===== config.mk =====
export PLATFORM = sky130hd
export DESIGN_NAME = wb_display_writer_flat
export DESIGN_NICKNAME = d
export VERILOG_FILES = /design/src/rtl/wb_display_pkg.sv /design/src/rtl/wb_display_writer_if.sv /design/src/rtl/wb_display_writer.sv /design/src/flat_wrapper.sv
export SDC_FILE = /design/constraint.sdc
export NUM_CORES = 1
export LEC_CHECK = 0
export CELL_PAD_IN_SITES_DETAIL_PLACEMENT = 0
export CELL_PAD_IN_SITES_GLOBAL_PLACEMENT = 1
export CORE_MARGIN = 2
export CORE_UTILIZATION = 37
export CTS_CLUSTER_DIAMETER = 40
export DETAILED_ROUTE_END_ITERATION = 10
export HOLD_SLACK_MARGIN = 0.03
export PLACE_DENSITY = 0.86
export SKIP_LAST_GASP = 1
export SLEW_MARGIN = 30
export SYNTH_ARGS = -nofsm -noshare
export SYNTH_HDL_FRONTEND = slang
export SYNTH_SLANG_ARGS = --single-unit

===== constraint.sdc =====
create_clock -name clk -period 7.99 [get_ports clk]
set_input_delay 1.598 -clock clk [delete_from_list [all_inputs] [get_ports clk]]
set_output_delay 1.598 -clock clk [all_outputs]
set_load 0.02 [all_outputs]

===== src/rtl/wb_display_pkg.sv =====
// Shared types and constants for the Wishbone display image writer.
// Optional read-back verify is enabled by defining WB_DISPLAY_WRITER_VERIFY_EN.
package wb_display_pkg;

  typedef enum logic [2:0] {
    StIdle,
    StReq,
    StGap,
    StRd,
    StRdGap,
    StDone
  } state_e;

  localparam int unsigned NUM_DIGITS      = 8;
  localparam int unsigned POINT_IDX       = 8;
  localparam int unsigned REG_STRIDE      = 4;
  localparam logic [7:0]  DEFAULT_TIMEOUT = 8'd255;

  // Register k < NUM_DIGITS carries BCD digit k; register POINT_IDX carries the point mask.
  function automatic logic [31:0] xfer_data(input logic [31:0] value, input logic [7:0] point,
                                            input logic [3:0] idx);
    if (idx == 4'(POINT_IDX)) begin
      return {24'd0, point};
    end
    return {28'd0, value[{idx[2:0], 2'b00} +: 4]};
  endfunction

endpackage


===== src/rtl/wb_display_writer_if.sv =====
// Wishbone classic bus between the display writer (master) and the display register file.
// Used unchanged whether or not WB_DISPLAY_WRITER_VERIFY_EN is defined.
interface wb_display_writer_if;
  logic [31:0] adr;
  logic [31:0] dat_w;
  logic [31:0] dat_r;
  logic [3:0]  sel;
  logic        cyc;
  logic        stb;
  logic        we;
  logic        ack;

  modport master (output adr, dat_w, sel, cyc, stb, we, input dat_r, ack);
  modport slave (input adr, dat_w, sel, cyc, stb, we, output dat_r, ack);
endinterface


===== src/rtl/wb_display_writer.sv =====
// Pushes 8 BCD digits plus the point mask into the display register file as 9 single writes.
// Define WB_DISPLAY_WRITER_VERIFY_EN to read back and compare each register after writing it.
module wb_display_writer
  import wb_display_pkg::*;
#(
  parameter logic [31:0] BASE_ADR = 32'h0000_0000,
  parameter logic [7:0]  TIMEOUT  = DEFAULT_TIMEOUT
) (
  input  logic                       clk,
  input  logic                       reset,
  input  logic                       start,
  input  logic [31:0]                value,
  input  logic [7:0]                 point,
  output logic                       busy,
  output logic                       done,
  output logic                       err,
  wb_display_writer_if.master        wb
);

  state_e      state_q, state_d;
  logic [3:0]  idx_q, idx_d;
  logic [7:0]  cnt_q, cnt_d;
  logic [31:0] value_q, value_d;
  logic [7:0]  point_q, point_d;
  logic        err_q, err_d;
  logic [31:0] adr_q, adr_d;
  logic [31:0] dat_q, dat_d;

  logic timeout_hit;
  logic last_xfer;
  logic rd_match;

  assign timeout_hit = (TIMEOUT != 8'd0) && (cnt_q == TIMEOUT);
  assign last_xfer   = (idx_q == 4'(POINT_IDX));

`ifdef WB_DISPLAY_WRITER_VERIFY_EN
  assign rd_match = last_xfer ? (wb.dat_r[7:0] == point_q) : (wb.dat_r[3:0] == dat_q[3:0]);
`else
  logic unused_dat_r;
  assign unused_dat_r = ^wb.dat_r;
  assign rd_match     = 1'b1;
`endif

  always_ff @(posedge clk or posedge reset) begin
    if (reset) begin
      state_q <= StIdle;
      idx_q   <= 4'd0;
      cnt_q   <= 8'd0;
      value_q <= 32'd0;
      point_q <= 8'd0;
      err_q   <= 1'b0;
      adr_q   <= 32'd0;
      dat_q   <= 32'd0;
    end else begin
      state_q <= state_d;
      idx_q   <= idx_d;
      cnt_q   <= cnt_d;
      value_q <= value_d;
      point_q <= point_d;
      err_q   <= err_d;
      adr_q   <= adr_d;
      dat_q   <= dat_d;
    end
  end

  // An ack coinciding with the timeout limit wins: it is checked first.
  always_comb begin
    state_d = state_q;
    unique case (state_q)
      StIdle: if (start) state_d = StReq;
      StReq: begin
        if (wb.ack) begin
          state_d = StGap;
        end else if (timeout_hit) begin
          state_d = StDone;
        end
      end
      StGap: begin
`ifdef WB_DISPLAY_WRITER_VERIFY_EN
        state_d = StRd;
`else
        state_d = last_xfer ? StDone : StReq;
`endif
      end
      StRd: begin
        if (wb.ack) begin
          state_d = rd_match ? StRdGap : StDone;
        end else if (timeout_hit) begin
          state_d = StDone;
        end
      end
      StRdGap: state_d = last_xfer ? StDone : StReq;
      StDone:  state_d = StIdle;
      default: state_d = StIdle;
    endcase
  end

  always_comb begin
    idx_d   = idx_q;
    cnt_d   = cnt_q;
    value_d = value_q;
    point_d = point_q;
    err_d   = err_q;
    adr_d   = adr_q;
    dat_d   = dat_q;
    unique case (state_q)
      StIdle: begin
        if (start) begin
          value_d = value;
          point_d = point;
          err_d   = 1'b0;
          idx_d   = 4'd0;
          cnt_d   = 8'd0;
          adr_d   = BASE_ADR;
          dat_d   = xfer_data(value, point, 4'd0);
        end
      end
      StReq: begin
        cnt_d = cnt_q + 8'd1;
        if (!wb.ack && timeout_hit) err_d = 1'b1;
      end
      StRd: begin
        cnt_d = cnt_q + 8'd1;
        if (wb.ack && !rd_match) begin
          err_d = 1'b1;
        end else if (!wb.ack && timeout_hit) begin
          err_d = 1'b1;
        end
      end
      StGap: begin
        cnt_d = 8'd0;
`ifndef WB_DISPLAY_WRITER_VERIFY_EN
        if (!last_xfer) begin
          idx_d = idx_q + 4'd1;
          adr_d = adr_q + REG_STRIDE;
          dat_d = xfer_data(value_q, point_q, idx_q + 4'd1);
        end
`endif
      end
      StRdGap: begin
        cnt_d = 8'd0;
        if (!last_xfer) begin
          idx_d = idx_q + 4'd1;
          adr_d = adr_q + REG_STRIDE;
          dat_d = xfer_data(value_q, point_q, idx_q + 4'd1);
        end
      end
      default: ;
    endcase
  end

  // Bus strobes are decoded from the registered state so reset drops them at once.
  always_comb begin
    busy     = (state_q != StIdle);
    done     = (state_q == StDone);
    err      = err_q;
    wb.cyc   = (state_q == StReq) || (state_q == StRd);
    wb.stb   = (state_q == StReq) || (state_q == StRd);
    wb.we    = (state_q == StReq);
    wb.adr   = adr_q;
    wb.dat_w = dat_q;
    wb.sel   = 4'b1111;
  end

endmodule


===== src/flat_wrapper.sv =====
// flat-port wrapper written by rule: the top's interface ports become plain ports
module wb_display_writer_flat import wb_display_pkg::*;
#(
  parameter logic [31:0] BASE_ADR = 32'h0000_0000,
  parameter logic [7:0]  TIMEOUT  = DEFAULT_TIMEOUT
)
  (clk, reset, start, value, point, busy, done, err, wb_adr, wb_dat_w, wb_sel, wb_cyc, wb_stb, wb_we, wb_dat_r, wb_ack);
  wb_display_writer_if wb_i ();
  input  logic clk;
  input  logic reset;
  input  logic start;
  input  logic [31:0] value;
  input  logic [7:0] point;
  output logic busy;
  output logic done;
  output logic err;
  output wire logic [$bits(wb_i.adr)-1:0] wb_adr;
  output wire logic [$bits(wb_i.dat_w)-1:0] wb_dat_w;
  output wire logic [$bits(wb_i.sel)-1:0] wb_sel;
  output wire logic [$bits(wb_i.cyc)-1:0] wb_cyc;
  output wire logic [$bits(wb_i.stb)-1:0] wb_stb;
  output wire logic [$bits(wb_i.we)-1:0] wb_we;
  input wire logic [$bits(wb_i.dat_r)-1:0] wb_dat_r;
  input wire logic [$bits(wb_i.ack)-1:0] wb_ack;
  assign wb_adr = wb_i.adr;
  assign wb_dat_w = wb_i.dat_w;
  assign wb_sel = wb_i.sel;
  assign wb_cyc = wb_i.cyc;
  assign wb_stb = wb_i.stb;
  assign wb_we = wb_i.we;
  assign wb_i.dat_r = wb_dat_r;
  assign wb_i.ack = wb_ack;
  wb_display_writer #(.BASE_ADR(BASE_ADR), .TIMEOUT(TIMEOUT)) u_core (.clk(clk), .reset(reset), .start(start), .value(value), .point(point), .busy(busy), .done(done), .err(err), .wb(wb_i));
endmodule

==> summary.txt <==
Run status
  • Run status: finished clean

Clocking
  • Post-cts sizing count: 0
  • CTS tree: done
  • # Post-CTS Setup Buffers: 0
  • Clk slew on worst S/H paths: 0.06 ns
  • CTS Buf Count: 9
  • CTS max path bufs: 2
  • Cts hold-fix bufs: 0
  • Clock Tree Root: clkbuf_16
  • Skew-Pair Late Insertion Delay: 0.33 ns
  • CTS sink cnt: 94
  • H-tree levels: 3

Route
  • Residual DRC: 0
  • WL/cell: 13.77 um
  • Total Wirelength: 10,560 um
  • Post-DRT Antenna Nets: 0
  • DR vias: 3,768
  • Initial DRC count: 171
  • Drt pass-1 iters: 4
  • Via-to-Cell Ratio: 4.913

Floorplanning
  • Die Y: 117.0 um
  • I/O pin count: 150
  • Die area: 0.01368 mm^2
  • DIE WIDTH: 117.0 um
  • Core ar.: 0.01252 mm^2
  • Initial Util: 37.71%
  • Rows: 41

Timing
  • RSZ-0062 raised after global routing: no
  • Ratio of final minimum period to clock period: 48.54%
  • Final setup fails: 0
  • Fin Setup TNS: 0 ns
  • Min Tclk post-route: 3.879 ns
  • Max-slew violations: 0
  • Fmax: 257.8 MHz
  • Fin Hold WS: 0.4733 ns
  • Tightest Pin Transition: 0.7759 ns
  • Worst relative slew slack: 48.28%
  • Clock Skew: 0.007252 ns
  • Final Hold Viols: 0
  • PnR worst setup slack: 4.111 ns

GRT
  • Gr usage total: 15.95%
  • Initial antenna violation count: 0
  • Pin count of the biggest net entering global routing: 62
  • Vias in the first global route: 3,611
  • GRT overflow: 0
  • Global-route wire length before repair: 17,050 um

Power
  • Pwr Total: 1.818 mW
  • Pwr Density: 306.3 mW/mm^2
  • Peak supply drop: 0.1269 mV
  • Leakage power: 2.575 nW

Place
  • GPL Wtd Cong: 0.8053
  • Pre-CTS setup slack: 3.797 ns
  • # port buffers: 87
  • Placed cell area: 0.005607 mm^2
  • Dpl hpwl: 7455 um

Setup path
  • Crit path arrival time: 4.14 ns
  • Critical path fanouts, max: 17
  • CP Cell Sequence: clkdlybuf4s50_1 -> nor3_2 -> a211o_1 -> or3_1 -> or4_1 -> a21oi_1
  • Worst Path Buf+Inv: 1
  • Worst setup SP type: input port
  • Max incr delay on CP: 0.69 ns
  • Top cell family by delay on the critical path: simple AND/OR/NAND/NOR gates
  • Critical path endpoint category: flop
  • Worst path slowest cell: or3_1
  • Critical Path RT: 8.25 ns
  • Reg2Reg Depth: 7
  • WS Path Type: in -> reg
  • Crit path depth: 6

Layout
  • Design area: 0.005936 mm^2
  • Layout Nets: 671
  • Layout area overhead: 25.74%
  • Fillers: 1,221
  • Layout cells sized above 1: 5.210%
  • ANT cells: 0

Synthesis
  • Synth Area per Inst: 9.113 um^2
  • Seq cells post-synth: 94
  • Post-synthesis instance area: 0.004721 mm^2
  • Register area share after synthesis: 49.83%
  • Gate count after technology mapping: 518
  • Top FF cell, synth: dfrtp_1
  • Yosys warnings: 0
  • Cell variety after synth: 37
  • Number of flops mapped to enable cells by yosys: 0
  • Post-synth ARST share: 100.0%

Flow run
  • Max Cap Violations: 0

Min path
  • Hold Crit Class: reg -> reg
  • Hold Path Stages: 2
[area by class of cell]
cell class | count | area, um^2 | share of cell area (%)
tap | 172 | 215.2 | 3.626
timing repair buffer | 91 | 900.9 | 15.18
sequential | 94 | 2352 | 39.63
multi-input combinational | 385 | 2106 | 35.48
clock inverter | 4 | 70.07 | 1.180
inverter | 10 | 38.79 | 0.6535
clock buffer | 11 | 252.7 | 4.258
[layer usage]
metal  share of wire (%)  vias up  GRT usage (%)
li1                    -     1848              -
met1                  44     1819          20.25
met2                  50       88          27.28
met3                 3.7       13          2.214
met4                 1.9        0          7.059
met5                   0        -              0
[registers in the layout, summed over array words and instances (netlist names)]
register and count:
u_core.point_q 8, u_core.wb.dat_w 8, u_core.wb.adr 30, u_core.idx_q 4, u_core.err 1, u_core.cnt_q 8, u_core.state_q 3, u_core.value_q 32
[path summary, 6_finish.rpt]
kind	startpoint	endpoint	slack [ns]
setup / recovery	start	u_core.wb.adr[29]$_DFFE_PP0P_	4.11
hold / removal	u_core.value_q[21]$_DFFE_PP0P_	u_core.value_q[21]$_DFFE_PP0P_	0.47
setup reg to reg	u_core.idx_q[0]$_DFFE_PP0P_	u_core.wb.adr[29]$_DFFE_PP0P_	5.00
hold reg to reg	u_core.value_q[21]$_DFFE_PP0P_	u_core.value_q[21]$_DFFE_PP0P_	0.47
max in group asynchronous	reset	u_core.value_q[13]$_DFFE_PP0P_	5.18
min in group asynchronous	reset	u_core.wb.adr[31]$_DFFE_PP0P_	1.63
[synthesized netlist by cell type (7+ instances only)]
cell,n,share of area [%]
nand2_1,146,12
dfrtp_1,94,50
buf_4,31,4.9
nor2_1,28,2.2
o21ai_0,21,2.2
clkbuf_1,20,1.6
a21oi_1,19,2.0
xnor2_1,19,3.5
nand3_1,17,1.8
or3_1,17,2.3
nor4_1,12,1.6
inv_1,10,0.80
nor3_1,10,1.1
mux4_2,8,3.8
nand4_1,7,0.93
[per-stage QoR]
stage,utilization [%],cells
finish,47.42,767
global route,47.42,767
CTS,47.37,767
detailed placement,44.79,752
global placement,44.79,752
floorplan,-,546
[cells by family (layout without fill, tap and decap cells)]
| kind of cell | Yosys count | after routing | share of synthesized area, % |
|---|---|---|---|
| and+or+nand+nor | 254 | 254 | 24.17 |
| DFF | 94 | 94 | 49.83 |
| buffers and inverters | 67 | 116 | 8.137 |
| AOI/OAI and AO/OA | 64 | 64 | 8.084 |
| xor gates and xnor gates | 21 | 21 | 3.896 |
| muxes | 12 | 12 | 4.665 |
| adders and majority gates | 4 | 4 | 1.060 |
| other | 2 | 30 | 0.1591 |
[cell usage in the layout, fill, tap and decap left out, drive strengths merged, types with 2 or more instances in the layout]
cell type and n:
buf 4, mux2i 4, inv 9, a211oi 5, clkbuf 11, a22o 5, clkdlybuf4s50 87, nand3 17
nor2 28, conb 30, mux4 8, o22ai 4, bufinv 2, a21oi 19, clkinv 3, nand2 146
nand2b 4, and4 3, xor2 2, o21ai 21, nor3 11, o31ai 6, or3 17, nand4 7
ha 4, or4 6, dfrtp 94, xnor2 19, nor4 12
[power by group]
part	switching [mW]	leakage (nW)	internal (mW)
combinational	0.343	1.19	0.269
sequential	0.128	1.23	0.620
clock	0.170	0.161	0.288
[worst reg2reg max path, stage by stage, from the launching register on]
cell and delay (ns):
dfrtp_1 0.84, inv_1 0.12, ha_1 0.23, nand3b_1 0.18
nor3_4 0.13, or3_1 0.64, or4_1 0.61, a21oi_1 0.16
Power figures use the tool's default switching activity.
